$ cat config.mk
export PLATFORM = sky130hd
export DESIGN_NAME = seq_restoring_divider
export DESIGN_NICKNAME = d
export VERILOG_FILES = /design/src/rtl/div_pkg.sv /design/src/rtl/div_sub_stage.sv /design/src/rtl/seq_restoring_divider.sv
export SDC_FILE = /design/constraint.sdc
export NUM_CORES = 1
export LEC_CHECK = 0
export ABC_AREA = 1
export ABC_CLOCK_PERIOD_IN_PS = 4050
export CAP_MARGIN = 0
export CORE_MARGIN = 2
export CORE_UTILIZATION = 29
export CTS_CLUSTER_SIZE = 20
export DETAILED_ROUTE_END_ITERATION = 8
export PLACE_DENSITY_LB_ADDON = 0.3
export SETUP_SLACK_MARGIN = 0.02
export SYNTH_ARGS = -nofsm -noshare
export SYNTH_HDL_FRONTEND = slang
export SYNTH_HIERARCHICAL = 1
export SYNTH_SLANG_ARGS = --single-unit
$ cat constraint.sdc
create_clock -name clk -period 4.05 [get_ports clk]
set_clock_uncertainty 0.1 [all_clocks]
set_input_delay 1.0125 -clock clk [delete_from_list [all_inputs] [get_ports clk]]
set_output_delay 1.0125 -clock clk [all_outputs]
set_load 0.05 [all_outputs]
$ cat src/rtl/div_pkg.sv
// Shared constants for the sequential restoring divider: FSM encoding and default width.
package div_pkg;
  localparam int         DIV_WIDTH_DEFAULT = 16;
  localparam logic [1:0] ST_IDLE = 2'd0;
  localparam logic [1:0] ST_RUN  = 2'd1;
  localparam logic [1:0] ST_DONE = 2'd2;
endpackage

$ cat src/rtl/div_sub_stage.sv
// Combinational trial subtract a - b as a + ~b + 1 on a flattened carry-lookahead network.
module div_sub_stage #(
  parameter int W = 17
) (
  input  logic [W-1:0] a,
  input  logic [W-1:0] b,
  output logic [W-1:0] diff,
  output logic         borrow
);
  logic [W-1:0] bn, g, p;
  logic [W:0]   c;
  logic         term, acc;

  assign bn = ~b;
  assign g  = a & bn;
  assign p  = a ^ bn;

  // Each carry is a sum of generate terms gated by the propagate run above them;
  // a fully propagated run picks up the carry-in of 1.
  always_comb begin
    c    = '0;
    c[0] = 1'b1;
    term = 1'b1;
    acc  = 1'b0;
    for (int i = 0; i < W; i++) begin
      term = 1'b1;
      acc  = 1'b0;
      for (int j = i; j >= 0; j--) begin
        acc  = acc | (term & g[j]);
        term = term & p[j];
      end
      c[i+1] = acc | term;
    end
  end

  assign diff   = p ^ c[W-1:0];
  assign borrow = ~c[W];
endmodule

$ cat src/rtl/seq_restoring_divider.sv
// Iterative unsigned restoring divider: one trial subtraction per clock, start/done handshake.
module seq_restoring_divider
  import div_pkg::*;
#(
  parameter  int WIDTH = DIV_WIDTH_DEFAULT,
  localparam int CNT_W = $clog2(WIDTH + 1)
) (
  input  logic             clk,
  input  logic             rst,
  input  logic             start,
  input  logic [WIDTH-1:0] dividend,
  input  logic [WIDTH-1:0] divisor,
  output logic             busy,
  output logic             done,
  output logic [WIDTH-1:0] quotient,
  output logic [WIDTH-1:0] remainder,
  output logic             div_by_zero
);
  logic [1:0]       state_q, state_d;
  logic [CNT_W-1:0] cnt_q, cnt_d;
  logic [WIDTH:0]   r_q, r_d;
  logic [WIDTH-1:0] q_q, q_d, d_q, d_d;
  logic [WIDTH-1:0] quo_q, quo_d, rem_q, rem_d;
  logic             dz_q, dz_d;

  logic [WIDTH:0]   trial_a, trial_b, trial_diff, next_r;
  logic [WIDTH-1:0] next_q;
  logic             trial_borrow;

  // Shift the next dividend bit into the partial remainder, then try to subtract D.
  assign trial_a = {r_q[WIDTH-1:0], q_q[WIDTH-1]};
  assign trial_b = {1'b0, d_q};

  div_sub_stage #(.W(WIDTH + 1)) u_sub (
    .a      (trial_a),
    .b      (trial_b),
    .diff   (trial_diff),
    .borrow (trial_borrow)
  );

  assign next_r = trial_borrow ? trial_a : trial_diff;
  assign next_q = {q_q[WIDTH-2:0], ~trial_borrow};

  always_comb begin
    state_d = state_q;
    cnt_d   = cnt_q;
    r_d     = r_q;
    q_d     = q_q;
    d_d     = d_q;
    quo_d   = quo_q;
    rem_d   = rem_q;
    dz_d    = dz_q;
    case (state_q)
      ST_IDLE, ST_DONE: begin
        state_d = ST_IDLE;
        if (start) begin
          r_d     = '0;
          q_d     = dividend;
          d_d     = divisor;
          cnt_d   = '0;
          dz_d    = 1'b0;
          state_d = ST_RUN;
        end
      end
      ST_RUN: begin
        if (d_q == '0) begin
          // Q still holds the untouched dividend, which is the remainder by convention.
          quo_d   = '1;
          rem_d   = q_q;
          dz_d    = 1'b1;
          state_d = ST_DONE;
        end else begin
          r_d   = next_r;
          q_d   = next_q;
          cnt_d = cnt_q + CNT_W'(1);
          if (cnt_q == CNT_W'(WIDTH - 1)) begin
            quo_d   = next_q;
            rem_d   = next_r[WIDTH-1:0];
            state_d = ST_DONE;
          end
        end
      end
      default: state_d = ST_IDLE;
    endcase
  end

  always_ff @(posedge clk or posedge rst) begin
    if (rst) begin
      state_q <= ST_IDLE;
      cnt_q   <= '0;
      r_q     <= '0;
      q_q     <= '0;
      d_q     <= '0;
      quo_q   <= '0;
      rem_q   <= '0;
      dz_q    <= 1'b0;
    end else begin
      state_q <= state_d;
      cnt_q   <= cnt_d;
      r_q     <= r_d;
      q_q     <= q_d;
      d_q     <= d_d;
      quo_q   <= quo_d;
      rem_q   <= rem_d;
      dz_q    <= dz_d;
    end
  end

  assign busy        = (state_q == ST_RUN);
  assign done        = (state_q == ST_DONE);
  assign quotient    = quo_q;
  assign remainder   = rem_q;
  assign div_by_zero = dz_q;
endmodule

## Word-level counts from Yosys, hierarchy flattened

Cells that the tools add are included.

| operators by class | value |
|---|---|
| bitwise gates (word level) | 383 |
| add/sub/neg operators | 1 |
| reductions and logical operators | 9 |
| eq/ne operators | 7 |
| multiplexer cells | 21 |

Operator list:

| kind | number |
|---|---|
| bitwise AND 1 bit | 242 |
| two-way mux 16 bit | 9 |
| bitwise OR 1 bit | 137 |
| case mux 16 bit (2 select lines) | 2 |
| bitwise AND 17 bit | 1 |
| NOT 16 -> 17 bit | 1 |
| bitwise XOR 17 bit | 1 |
| zero test 16 bit | 1 |
| bitwise XOR 16 bit | 1 |
| two-way mux 5 bit | 2 |
| case mux 5 bit (2 select lines) | 1 |
| AND reduction 3 bit | 2 |
| adder 5 x 1 -> 5 bit, second input constant | 1 |
| equality test 5 x 4 -> 1 bit, second input constant | 1 |
| two-way mux 2 bit | 2 |
| != test 2 bit, second input constant | 2 |
| case mux 2 bit (2 select lines) | 1 |
| AND reduction 2 bit | 2 |
| nonzero test 2 bit | 2 |
| two-way mux 1 bit | 3 |
| != test 3 x 1 -> 1 bit, second input constant | 1 |
| equality test 2 x 1 -> 1 bit, second input constant | 1 |
| equality test 2 bit, second input constant | 1 |
| zero test 2 bit | 1 |
| other kinds (3) | 3 |

| storage, ports and cells | value |
|---|---|
| word-level logic and storage cells | 429 |
| input port bits | 35 |
| output and inout port bits | 35 |
| flip-flop bits (word level) | 88 |

## Depth between registers and ports, before layout

Gate-level depths: netlist (run 1).

| depth | value |
|---|---|
| word-level depth | 23 |
| gate-level depth with buffers | 21 |
| gate-level depth less buffers | 18 |

## By module

The synthesis (run 1) kept the hierarchy.

By module, submodules not included:

| module | seq. area each (um^2) | area an instance (um^2) | cells each | times used |
|---|---|---|---|---|
| seq_restoring_divider | 2202.1 | 4325.4 | 570 | 1 |
| div_sub_stage | 0.0 | 1117.3 | 201 | 1 |

## Least setup slack after synthesis (run 1)

No wires, ideal clock.

| path | value |
|---|---|
| kind | register -> register |
| from | reg r_q[12] |
| to | reg rem_q[10], in the netlist remainder[10] |
| data arrival time | 2.202 ns |
| path slack | 1.682 ns |
| cell stages (with the launch flop) | 20 |
| period minus slack after synthesis | 2.368 ns |
| library setup time | 0.067 ns |
| cells stage by stage | dfrtp_1 -> ha_1 -> inv_1 -> nor3_2 -> nand2_1 -> nor2_1 -> nand3_1 -> nand2_1 -> inv_1 -> nand2_1 -> nor2_1 -> buf_2 -> inv_1 -> buf_2 -> nand2_1 -> nand2_1 -> nand2_1 -> nand2_1 -> nand2_1 -> nand2_1 |

| between the ends | value |
|---|---|
| word-level cells in the longest chain between the ends | 20 |

RTL lines:

| element | line | source |
|---|---|---|
| from (decl) | seq_restoring_divider.sv:21 | `logic [WIDTH:0] r_q, r_d;` |
| from (signal assigned) | seq_restoring_divider.sv:100 | `r_q <= r_d;` |
| bitwise AND 17 bit / bitwise XOR 17 bit (equally long branches) | div_sub_stage.sv:15, div_sub_stage.sv:16 |  |
| bitwise AND 1 bit (on tied branches) | div_sub_stage.sv:29, div_sub_stage.sv:30 |  |
| bitwise OR 1 bit (tied with other cells) (12 in series) | div_sub_stage.sv:29 | `acc = acc \| (term & g[j]);` |
| bitwise OR 1 bit / bitwise AND 1 bit (equally long branches) | div_sub_stage.sv:29 |  |
| bitwise OR 1 bit | div_sub_stage.sv:29 |  |
| bitwise OR 1 bit * | div_sub_stage.sv:32 | `c[i+1] = acc \| term;` |
| two-way mux 16 bit * | seq_restoring_divider.sv:41 | `assign next_r = trial_borrow ? trial_a : trial_diff;` |
| two-way mux 16 bit * | seq_restoring_divider.sv:76 | `if (cnt_q == CNT_W'(WIDTH - 1)) begin` |
| two-way mux 16 bit * | seq_restoring_divider.sv:66 | `if (d_q == '0) begin` |
| to (signal assigned) | seq_restoring_divider.sv:104 | `rem_q <= rem_d;` |
| to (decl) | seq_restoring_divider.sv:23 | `logic [WIDTH-1:0] quo_q, quo_d, rem_q, rem_d;` |

Mark *: on every way between the ends. The rest lies on a longest branch, timed or not. The select of a mux whose other input is x is not followed.
A chain may end at the register's enable or synchronous reset.

## Worst setup path after layout (run 1)

| path | value |
|---|---|
| from | reg state_q[1] |
| to | out busy |

| between the ends | value |
|---|---|
| word-level cells in the longest chain between the ends | 1 |

RTL lines:

| element | line | source |
|---|---|---|
| from (decl) | seq_restoring_divider.sv:19 | `logic [1:0] state_q, state_d;` |
| from (signal assigned) | seq_restoring_divider.sv:98 | `state_q <= state_d;` |
| equality test 2 x 1 -> 1 bit | seq_restoring_divider.sv:109 | `assign busy = (state_q == ST_RUN);` |
| to (decl) | seq_restoring_divider.sv:13 | `output logic busy,` |

Every way passes these cells.

==> impl_metrics.yaml, run 1 <==
worst_hold_path:
  hp-class: "reg2reg"
sta:
  maxSlewViolCount: 0
  fmax_mhz: 335
  rsz0062_at_grt: "false"
  fin_ws_ps: 1070
  timing.final.crit_share_pct: 73.6
  slew_headroom_pct: 35.5
  hold_viol_final: 0
  whs_ps: 399
  tightest_slew_ps: 966
  fin_setup_tns_ps: 0
  setup_viol: 0
  period_minus_slack_ps: 2980
floorplan:
  die_h_um: 141
  initial_core_util_pct: 29.8
  die_area_um2: 19800
  fp-row-count: 49
  die_x_um: 141
  ios: 70
  core_um2: 18100
placement:
  gp_congestion: 0.832
  hpwl_um: 10600
  io_buffers: 69
  place_ws_ps: 1330
grt:
  first_global_vias: 5096
  antenna_found_initial: 0
  grt_pass1_wl_um: 25500
  grt_usage_pct: 16.0
  grt_max_degree: 51
  grt-ovfl-total: 0
power_and_ir_drop:
  peakVddDrop_uv: 346
  p_total_mw: 6.09
  p_leak_nw: 3.40
  power_density_nw_per_um2: 928
  power_frac_seq_pct: 25.8
  p_sw_mw: 3.12
  comb_power_share_pct: 60.8
  power_frac_clock_pct: 13.4
  p_int_mw: 2.97
  p_sw_share_pct: 51.3
routing:
  drt-initial-drc-count: 327
  via_per_inst: 4.78
  wl_per_cell_um: 14.4
  vias: 5014
  drc: 0
  drt-total-wl_um: 15100
  dr.pass1.iters: 5
  ant_nets: 0
logic_synthesis:
  avgSynthCellArea_um2: 7.08
  syn_area_um2: 5420
  synth_fp_nets: 821
  syn_inst: 765
  ys_warn_count: 6
worst_setup_path:
  critPathCaptureType: "output pin"
  cp_max_fo: 8
  worstSetupPathType: "reg2out"
  path_delay_family: "buffers and inverters"
  worstPathRequired_ps: 2940
  crit_slowest_cell: "clkdlybuf4s50_1"
  critPathBufInv: 1
  max_stage_delay_ps: 860
  crit_path_cell_trace: "nor2_4 > clkdlybuf4s50_1"
  arrival_ps: 1870
  start_kind: "register"
cells_and_area:
  drive_gt1_share_pct: 5.24
  nNetsFinal: 872
  antennaDiodeCount: 0
  area_delta_synth_final_pct: 21.2
clocking:
  cts_resized: 0
  numClockSinks: 88
  clkLatencyLatePin_ps: 350
  cts_tree: "done"
  path_clk_slew_ps: 70
  clockBufferDepth: 2
  ctsHtreeMaxLevel: 3
  cts_hold_buffers: 0
  numCtsBuffers: 9
  cts_setup_buffers: 0
  cts_root_buf: "clkbuf_16"
run:
  cap_violations: 0
status:
  status: "finished clean"
[layout make-up]
class | count | area (um2)
Fill cell | 1975 | 11600
Multi-Input combinational cell | 572 | 2780
Sequential cell | 88 | 2200
Timing Repair Buffer | 75 | 748
Tap cell | 229 | 287
Inverter | 70 | 264
Clock buffer | 13 | 260
Clock inverter | 3 | 25.0
[power by group through the flow]
stage	clock, mW	sequential, mW	combinational [mW]
final	0.816	1.57	3.70
after global routing	0.882	1.63	4.16
after CTS	0.837	1.58	3.71
after detailed placement	0	1.59	3.70
after global placement	0	1.59	3.70
after floorplan	0	1.99	2.30
[metrics by stage]
stage,util (%),cells,cell area (um2)
2_1_floorplan,-,765,5420
3_3_place_gp,34.6,1034,6280
3_5_place_dp,34.6,1034,6280
4_1_cts,36.2,1050,6560
5_1_grt,36.2,1050,6560
6_report,36.2,1050,6560
[registers in the layout (all words and copies together) (netlist names)]
register and cells:
quotient 16, remainder 16, q_q 16, r_q 16, state_q 2, d_q 16
cnt_q 5, div_by_zero 1
[cells in the final DEF (no fill, tap or decap), types with 2 or more instances in the layout]
cell	n
a21oi_1	30
buf_4	5
clkbuf_1	2
clkbuf_16	9
clkbuf_8	2
clkdlybuf4s50_1	69
dfrtp_1	88
ha_1	21
inv_1	67
inv_2	2
nand2_1	323
nand2_2	4
nand2_4	3
nand3_1	94
nand3_2	4
nand4_1	5
nor2_1	27
nor2_2	2
nor2_4	5
nor3_1	3
o211ai_1	16
o21ai_0	17
xor2_1	12
[worst paths after layout]
check	startpoint	slack, ps	cells past startpoint	end
max	state_q[1]	1070	2	busy
min	div_by_zero	400	2	div_by_zero
max reg2reg	d_q[14]	1370	8	r_q[0]
min reg2reg	div_by_zero	400	2	div_by_zero
max in group asynchronous	rst	2140	3	r_q[0]
min in group asynchronous	rst	990	2	remainder[13]
[worst min-delay path, cell delays in order (launching register included)]
cell,delay (ps)
dfrtp_1,350
nand2_1,60
nand2_1,60
[routing by layer]
| layer | GRT usage (%) | vias to the layer above | share of wire (%) |
|---|---|---|---|
| met3 | 2.11 | 14 | 3.0 |
| met2 | 26.6 | 100 | 47 |
| met1 | 21.6 | 2360 | 48 |
| met5 | 0 | - | 0 |
| li1 | - | 2540 | - |
| met4 | 5.63 | 0 | 1.7 |
Power figures use the tool's default switching activity.
==> run 2: changes to the inputs <==
--- a/config.mk
+++ b/config.mk
@@ -6,7 +6,7 @@
 export NUM_CORES = 1
 export LEC_CHECK = 0
 export ABC_AREA = 1
-export ABC_CLOCK_PERIOD_IN_PS = 4050
+export ABC_CLOCK_PERIOD_IN_PS = 3130
 export CAP_MARGIN = 0
 export CORE_MARGIN = 2
 export CORE_UTILIZATION = 29
==> constraint.sdc (replaced) <==
create_clock -name clk -period 3.13 [get_ports clk]
set_clock_uncertainty 0.1 [all_clocks]
set_input_delay 0.7825 -clock clk [delete_from_list [all_inputs] [get_ports clk]]
set_output_delay 0.7825 -clock clk [all_outputs]
set_load 0.05 [all_outputs]
==> run 2 against run 1 <==
Against the previous run: critical path depth unchanged; combinational power increased by 30%; sequential cell count did not move; count of clock-buffer cells in the layout fell by 3; first-iteration DRC count rose by 5.8%; worst hold slack lost 4.6 ps; sequential share of layout area is 0.37 points lower; sequential power increased by 30%; clock power grew 32%; utilization is 0.41 points higher; non-clock buffer count rose by 6; largest cell class unchanged.
==> impl_metrics.yaml, run 2 (same netlist as run 1, synthesis figures left out) <==
clocking:
  numClockSinks: 88
  path_clk_slew_ps: 60
  cts_root_buf: "clkbuf_16"
  cts_tree: "done"
  ctsHtreeMaxLevel: 3
  cts_hold_buffers: 0
  numCtsBuffers: 9
  clockBufferDepth: 2
  clkLatencyLatePin_ps: 350
grt:
  grt_pass1_wl_um: 25000
  met1_usage_pct: 21.1
  use_met2_pct: 26.1
  grt-ovfl-total: 0
  grt_usage_pct: 15.7
  antenna_found_initial: 0
  grt_max_degree: 42
  gr-usage-met3_pct: 3.33
  first_global_vias: 4850
  busiest_layer: "met2"
power_and_ir_drop:
  p_sw_mw: 4.03
  p_int_mw: 3.89
  power_frac_clock_pct: 13.6
  comb_power_share_pct: 60.6
  power_frac_seq_pct: 25.8
  p_total_mw: 7.91
  p_sw_share_pct: 50.9
  p_leak_nw: 3.45
  power_density_nw_per_um2: 1190
  peakVddDrop_uv: 507
sta:
  slew_headroom_pct: 55.9
  fin_ws_ps: 353
  maxSlewViolCount: 0
  setup_viol: 0
  whs_ps: 395
  period_minus_slack_ps: 2780
  rsz0062_at_grt: "false"
  tightest_slew_ps: 660
  fin_setup_tns_ps: 0
  fmax_mhz: 360
  timing.final.crit_share_pct: 88.7
  hold_viol_final: 0
cells_and_area:
  layout.cells.non_filler: 1055
  most-common-layout-cells: "nand2_1, nand3_1, dfrtp_1, clkdlybuf4s50_1, inv_1"
  finalInstanceArea_um2: 6640
  nNetsFinal: 878
  layout_commonest_cell: "nand2_1"
  postLayoutCoreUtil_pct: 36.6
  antennaDiodeCount: 0
  drive_gt1_share_pct: 6.05
  area_delta_synth_final_pct: 22.6
worst_setup_path:
  ff2ff_path_depth: 16
  worstReg2RegStart: "q_q[15]"
  worstPathRequired_ps: 2250
  worstSetupPathType: "reg2out"
  reg2reg_slack_ps: 410
  arrival_ps: 1890
  rr_endpoint: "r_q[4]"
  start_kind: "register"
  cp_max_fo: 8
  critPathCaptureType: "output pin"
placement:
  place_inst: 1040
  io_buffers: 69
  gp_congestion: 0.870
  placedInstanceArea_um2: 6350
  hpwl_um: 10700
  place_ws_ps: 308
floorplan:
  die_area_um2: 19800
  die_h_um: 141
  core_um2: 18100
  die_x_um: 141
  initial_core_util_pct: 29.8
  fp-row-count: 49
  ios: 70
routing:
  dr.pass1.iters: 7
  drc: 0
  drt-initial-drc-count: 346
  vias: 4984
  ant_nets: 0
  via_per_inst: 4.72
  wl_per_cell_um: 14.1
  drt-total-wl_um: 14900
worst_hold_path:
  min-delay-start: "div_by_zero"
  min_to: "div_by_zero"
  hp-class: "reg2reg"
  min_path_cells: 2
status:
  status: "finished clean"
run:
  cap_violations: 0
[run 2: changes by cell type in the layout (fill, tap and decap cells not counted)]
cell       delta
clkbuf_1      -1
clkbuf_8      -2
inv_2         +1
inv_1         -1
buf_12        +2
buf_4         +4
clkinv_2      +1
bufinv_16     +1
[run 2: how the worst max path moves through the flow]
stage	start	end	slack [ps]	cells after the start
detailed placement	q_q[15]	remainder[0]	310	18
finish	state_q[1]	busy	350	2
global route	q_q[15]	remainder[14]	60	18
floorplan	r_q[1]	remainder[10]	760	19
CTS	q_q[15]	remainder[0]	290	18
global placement	q_q[15]	remainder[0]	300	18
[run 2: area by class of cell]
class	count	area, um2
clock buffers	10	229
clock inverters	5	57.6
fillers	1955	11500
inverters	70	267
multi-input cells	572	2780
flip-flops and latches	88	2200
well taps	229	287
repair buffers	81	818
[run 2: repair_timing]
action                     in CTS  in global routing
gates resized for setup         0                  1
setup endpoints to repair       0                 15
setup buffers                   0                  0
[run 2: worst max-delay path, stage by stage, from the launching register on]
cell	delay, ps
dfrtp_1	410
nor2_4	270
clkdlybuf4s50_1	860
[run 2: power by group through the flow]
stage	Combinational, mW	Sequential (mW)	Clock, mW
2_1_floorplan	2.98	2.58	0
3_3_place_gp	4.79	2.06	0
3_5_place_dp	4.78	2.06	0
4_1_cts	4.81	2.05	1.12
5_1_grt	5.40	2.11	1.17
6_report	4.80	2.04	1.08
[run 2: per-layer routing]
metal	vias to the layer above	wire length, um
li1	2549	-
met1	2329	6970
met2	94	7140
met3	12	575
met4	0	167
met5	-	0
